**src/rtl/mdu_rs_pkg.sv**
```systemverilog
// Shared opcode/tag parameters and the reservation-station entry layout
// for the multiply/divide reservation station.
package mdu_rs_pkg;
  localparam int ROB_ID_WIDTH = 4;
  localparam int MDU_RS_DEPTH = 4;

  localparam logic [4:0] ALU_OP_MUL    = 5'd16;
  localparam logic [4:0] ALU_OP_MULH   = 5'd17;
  localparam logic [4:0] ALU_OP_MULHSU = 5'd18;
  localparam logic [4:0] ALU_OP_MULHU  = 5'd19;
  localparam logic [4:0] ALU_OP_DIV    = 5'd20;
  localparam logic [4:0] ALU_OP_DIVU   = 5'd21;
  localparam logic [4:0] ALU_OP_REM    = 5'd22;
  localparam logic [4:0] ALU_OP_REMU   = 5'd23;

  typedef struct packed {
    logic                    valid;
    logic [4:0]              op;
    logic [ROB_ID_WIDTH-1:0] rob;
    logic [31:0]             vj;
    logic [31:0]             vk;
    logic                    qj_wait;
    logic                    qk_wait;
    logic [ROB_ID_WIDTH-1:0] qj;
    logic [ROB_ID_WIDTH-1:0] qk;
  } rs_entry_t;
endpackage

```
**src/rtl/mdu_rs_pick.sv**
```systemverilog
// Lowest-index-set priority picker: one-hot grant plus encoded index.
module mdu_rs_pick #(
  parameter int N = 4
) (
  input  logic [N-1:0]         req,
  output logic [N-1:0]         gnt,
  output logic [$clog2(N)-1:0] idx,
  output logic                 any
);
  always_comb begin
    gnt = '0;
    idx = '0;
    any = 1'b0;
    // Scan downward so the lowest set bit is the last one to win.
    for (int i = N - 1; i >= 0; i--) begin
      if (req[i]) begin
        gnt    = '0;
        gnt[i] = 1'b1;
        idx    = ($clog2(N))'(i);
        any    = 1'b1;
      end
    end
  end
endmodule

```
**src/rtl/mdu_rs.sv**
```systemverilog
// Collapsing age-ordered reservation station feeding the MDU; entry 0 is
// oldest, the oldest ready entry issues, CDB snooping wakes operands.
module mdu_rs
  import mdu_rs_pkg::*;
#(
  parameter int DEPTH = MDU_RS_DEPTH
) (
  input  logic                    clk,
  input  logic                    rst_n,
  input  logic                    flush,
  input  logic                    disp_valid_i,
  input  logic [4:0]              disp_op_i,
  input  logic [ROB_ID_WIDTH-1:0] disp_rob_id_i,
  input  logic [31:0]             disp_vj_i,
  input  logic [31:0]             disp_vk_i,
  input  logic                    disp_qj_wait_i,
  input  logic                    disp_qk_wait_i,
  input  logic [ROB_ID_WIDTH-1:0] disp_qj_i,
  input  logic [ROB_ID_WIDTH-1:0] disp_qk_i,
  output logic                    disp_ready_o,
  input  logic                    cdb_valid_i,
  input  logic [ROB_ID_WIDTH-1:0] cdb_rob_id_i,
  input  logic [31:0]             cdb_value_i,
  output logic                    mdu_start_o,
  output logic [4:0]              mdu_op_o,
  output logic [31:0]             mdu_rs1_o,
  output logic [31:0]             mdu_rs2_o,
  output logic [ROB_ID_WIDTH-1:0] mdu_rob_id_o,
  input  logic                    mdu_ready_i,
  output logic [$clog2(DEPTH):0]  count_o
);
  localparam int CW = $clog2(DEPTH) + 1;
  localparam int IW = $clog2(DEPTH);

  rs_entry_t [DEPTH-1:0] ent_q, ent_w, ent_d;
  rs_entry_t             dent;
  logic [CW-1:0]         cnt_q, cnt_d, slot;
  logic [DEPTH-1:0]      rdy, pick_gnt;
  logic [IW-1:0]         pick_idx;
  logic                  pick_any, issue, accept, sh;

  assign disp_ready_o = cnt_q < CW'(DEPTH);
  assign accept       = disp_valid_i && disp_ready_o && !flush;
  assign issue        = mdu_ready_i && !flush && pick_any;

  // Readiness uses pre-wakeup state so a woken entry waits one cycle.
  always_comb begin
    ent_w = ent_q;
    rdy   = '0;
    for (int i = 0; i < DEPTH; i++) begin
      rdy[i] = ent_q[i].valid && !ent_q[i].qj_wait && !ent_q[i].qk_wait;
      if (cdb_valid_i && ent_q[i].valid && ent_q[i].qj_wait && ent_q[i].qj == cdb_rob_id_i) begin
        ent_w[i].vj      = cdb_value_i;
        ent_w[i].qj_wait = 1'b0;
      end
      if (cdb_valid_i && ent_q[i].valid && ent_q[i].qk_wait && ent_q[i].qk == cdb_rob_id_i) begin
        ent_w[i].vk      = cdb_value_i;
        ent_w[i].qk_wait = 1'b0;
      end
    end
  end

  mdu_rs_pick #(.N(DEPTH)) u_pick (
    .req (rdy),
    .gnt (pick_gnt),
    .idx (pick_idx),
    .any (pick_any)
  );

  always_comb begin
    dent         = '0;
    dent.valid   = 1'b1;
    dent.op      = disp_op_i;
    dent.rob     = disp_rob_id_i;
    dent.vj      = disp_vj_i;
    dent.vk      = disp_vk_i;
    dent.qj_wait = disp_qj_wait_i;
    dent.qk_wait = disp_qk_wait_i;
    dent.qj      = disp_qj_i;
    dent.qk      = disp_qk_i;
    if (cdb_valid_i && disp_qj_wait_i && disp_qj_i == cdb_rob_id_i) begin
      dent.vj      = cdb_value_i;
      dent.qj_wait = 1'b0;
    end
    if (cdb_valid_i && disp_qk_wait_i && disp_qk_i == cdb_rob_id_i) begin
      dent.vk      = cdb_value_i;
      dent.qk_wait = 1'b0;
    end
  end

  // Collapse above the issued slot, then append dispatch at the new tail.
  always_comb begin
    ent_d = ent_w;
    sh    = 1'b0;
    if (issue) begin
      for (int i = 0; i < DEPTH - 1; i++) begin
        sh = sh | pick_gnt[i];
        if (sh) ent_d[i] = ent_w[i+1];
      end
      ent_d[DEPTH-1] = '0;
    end
    slot  = cnt_q - CW'(issue);
    cnt_d = slot;
    if (accept) begin
      for (int i = 0; i < DEPTH; i++)
        if (slot == CW'(i)) ent_d[i] = dent;
      cnt_d = slot + CW'(1);
    end
    if (flush) begin
      ent_d = '0;
      cnt_d = '0;
    end
  end

  always_ff @(posedge clk or negedge rst_n) begin
    if (!rst_n) begin
      ent_q <= '0;
      cnt_q <= '0;
    end else begin
      ent_q <= ent_d;
      cnt_q <= cnt_d;
    end
  end

  assign count_o      = cnt_q;
  assign mdu_start_o  = issue;
  assign mdu_op_o     = issue ? ent_q[pick_idx].op  : '0;
  assign mdu_rs1_o    = issue ? ent_q[pick_idx].vj  : '0;
  assign mdu_rs2_o    = issue ? ent_q[pick_idx].vk  : '0;
  assign mdu_rob_id_o = issue ? ent_q[pick_idx].rob : '0;
endmodule

```
**config.mk**
```make
export PLATFORM = sky130hd
export DESIGN_NAME = mdu_rs
export DESIGN_NICKNAME = d
export VERILOG_FILES = /design/src/rtl/mdu_rs_pkg.sv /design/src/rtl/mdu_rs_pick.sv /design/src/rtl/mdu_rs.sv
export SDC_FILE = /design/constraint.sdc
export NUM_CORES = 1
export LEC_CHECK = 0
export ABC_AREA = 0
export CORE_MARGIN = 3
export CORE_UTILIZATION = 60
export DETAILED_ROUTE_END_ITERATION = 8
export GPL_TIMING_DRIVEN = 0
export PLACE_DENSITY = 0.82
export SLEW_MARGIN = 20
export SYNTH_ARGS = -nofsm -noshare
export SYNTH_HDL_FRONTEND = slang
export SYNTH_SLANG_ARGS = --single-unit
```
**constraint.sdc**
```tcl
create_clock -name clk -period 4.1 [get_ports clk]
set_input_delay 0.41 -clock clk [delete_from_list [all_inputs] [get_ports clk]]
set_output_delay 0.41 -clock clk [all_outputs]
set_load 0.1 [all_outputs]
```
==> impl_metrics.ini <==
[outcome]
status = finished, final reports clean

[yosys]
yosys_warnings = 0
synth-seq-cells = 339
synth_top_area_share_pct = 36.0
syn_area_um2 = 23500
synth_ff_type = dfrtp_1
synth_seq_area_share_pct = 36.0
synth.most_common_cell = dfrtp_1
yosys-top-cells-area = dfrtp_1 36%, a21boi_0 7.6%, mux4_2 7.0%
avgSynthCellArea_um2 = 9.08
synth_edf_count = 0
synthMuxAreaShare_pct = 10.5
synth_xor_area_share_pct = 1.56
yosysTopAreaCell = dfrtp_1
synth_cell_types = 49
synth_top_family_by_area = compound AO/OA/AOI/OAI gates
synth-compound-area-share_pct = 29.4
syn-instance-count = 2593
syn-num-nets = 2726
async_flop_share_pct = 100
synth_common_cells = 339 x dfrtp_1, 251 x clkbuf_1, 237 x a21boi_0
synthSimpleGateAreaFrac_pct = 16.4
yosys.area_share.adder_pct = 0.425

[timing]
holdWs_ns = 0.276
final_hold_viol_count = 0
fmax_mhz = 245
finalCritPeriodShare_pct = 99.7
slew_viol_final = 0
fin_ws_ns = 0.0143
grt_setup_unrepaired = true
slew_headroom_pct = 20.7
setup_viol = 0
final.min_clock_period_ns = 4.09
fin_setup_tns_ns = 0
skew_ns = 0.0228
tightest_slew_ns = 1.18

[clock_network]
cts_made_buffers = 41
htreeDepth = 2
cts_tree = yes
clk_pin_slew_ns = 0.06
cts_root_buffer = clkbuf_16
clock-sinks = 339
clk-insertion-delay-late_ns = 0.59
clk_path_buf_depth = 3

[hold_path]
hold_end = ent_q[83]
min_path_type = in2reg
worstHoldPathCells = 4
hp-start = flush

[worst_setup_path]
cp-end-kind = flop
required_ns = 4.51
reg2reg_from = ent_q[335]
r2r_slack_ns = 0.01
critPathLaunchType = flop
arrival_ns = 4.50
crit_type = reg2reg
r2r_end = ent_q[122]
cp_max_fo = 11
worst_r2r_path_depth = 12

[global_route]
overflow = 0
grt_pass1_wl_um = 155000
grt_max_degree = 89
antenna_found_initial = 3
grt_pass1_vias = 25900
grtUsageTotal_pct = 49.1

[detailed_routing]
via_per_inst = 7.65
dr.pass1.iters = 8
postRouteAntennaNets = 0
drt-initial-drc-count = 4087
wl_um = 105000
drc = 0
wl_per_cell_um = 31.1
vias = 25900

[floorplan]
die_x_um = 204
initial_utilization_pct = 61.6
fp.dieH_um = 204
core_um2 = 38200
ioPinCount = 203
fp-row-count = 71
die_area_um2 = 41600

[pwr]
pwr-share-comb_pct = 31.9
p_per_area_nw_per_um2 = 428
peakVddDrop_mv = 0.321
sw_frac_of_total_pct = 36.4
p_seq_share_pct = 34.5
power_switching_mw = 4.31
leakagePower_nw = 12.3
p_int_mw = 7.52
clkPwrFrac_pct = 33.6

[final_layout]
final_util_pct = 72.3
syn2layout_area_growth_pct = 17.4
multiInputGateArea_um2 = 13800
fin_nets = 2969
drive_above_1_share_pct = 13.5
nFillCells = 2933
layout.cells.non_filler = 3380
seq_area_um2 = 8480

[run]
cap_violations = 0

[placement]
placedCellCount = 3304
port_buffers = 195
gp_congestion = 1.03
dpl.hpwl_um = 72300
post-place-ws_ns = -0.994
cell families after synthesis:
group | after synthesis
flip-flops | 339
adder cells (fa/ha/maj) | 8
AND/OR/NAND/NOR | 775
XOR/XNOR | 42
multiplexers | 137
buffers and inverters | 309
AO/OA/AOI/OAI | 983
per-stage QoR:
step           total power, mW  cell area, um^2
4_1_cts                   11.5            27800
3_3_place_gp              7.55            26100
2_1_floorplan             6.35            23500
5_1_grt                   12.0            27600
6_report                  11.8            27600
3_5_place_dp              7.65            26300
power groups by stage:
stage / combinational (mW) / clock (mW) / sequential, mW
after floorplan: 2.29 / 0 / 4.05
after detailed placement: 3.55 / 0 / 4.10
final: 3.78 / 3.98 / 4.08
after global routing: 3.90 / 4.05 / 4.10
after global placement: 3.46 / 0 / 4.09
after CTS: 3.58 / 3.91 / 4.05
registers in the layout, indices dropped and copies added (netlist names):
register,flops
ent_q,336
count_o,3
layout make-up:
type	instances	area share (%)
Antenna cell	1	0.00906
Buffer	299	4.93
Clock buffer	62	4.66
Clock inverter	13	0.530
Inverter	8	0.109
Multi-Input combinational cell	1945	49.9
Sequential cell	339	30.7
Tap cell	511	2.31
Timing Repair Buffer	202	6.88
placed cells by master, fill, tap and decap left out, drive strengths merged, types with 73 or more instances in the layout:
| cell | instances |
|---|---|
| a211oi | 135 |
| a21boi | 240 |
| a21oi | 91 |
| and2 | 77 |
| and3 | 215 |
| buf | 96 |
| clkbuf | 317 |
| clkdlybuf4s50 | 121 |
| dfrtp | 339 |
| mux4 | 73 |
| nand2 | 137 |
| nor2 | 219 |
| o21ai | 196 |
| o32ai | 128 |
what timing repair did:
action / CTS / global route
hold endpoints to repair: 43 / 0
pin swaps: 1 / 0
hold buffers: 1 / 0
gates cloned: 0 / 0
buffers inserted: 1 / 0
resized for setup: 220 / 147
setup endpoints to repair: 367 / 287
how the worst max path moves through the flow:
stage                start             to  depth (start not counted)
2_1_floorplan   ent_q[261]     ent_q[278]                         15
6_report        ent_q[335]     ent_q[122]                         12
5_1_grt         ent_q[335]     ent_q[320]                         14
4_1_cts         ent_q[335]  mdu_rs2_o[30]                          8
3_3_place_gp         rst_n     ent_q[309]                          1
3_5_place_dp   mdu_ready_i     ent_q[279]                         15
metal layers:
metal  wire length, um  vias up  GRT usage [%]
li1                  -    10300              -
met1             35000    12200           60.1
met2             44100     2633           71.5
met3             17200      712           19.3
met4              8710        2           33.8
met5                29        -              0
critical path: stages, from the launching register on:
cell	delay, ns
dfrtp_1	0.47
or3b_2	0.52
nand2_1	0.15
o31ai_4	0.10
inv_2	0.09
buf_2	0.30
ha_1	0.21
ha_1	0.25
ha_1	0.22
nand4b_1	0.25
clkbuf_2	0.51
clkbuf_1	0.59
o32ai_1	0.25
No activity file was read; power rests on OpenSTA's default activity.
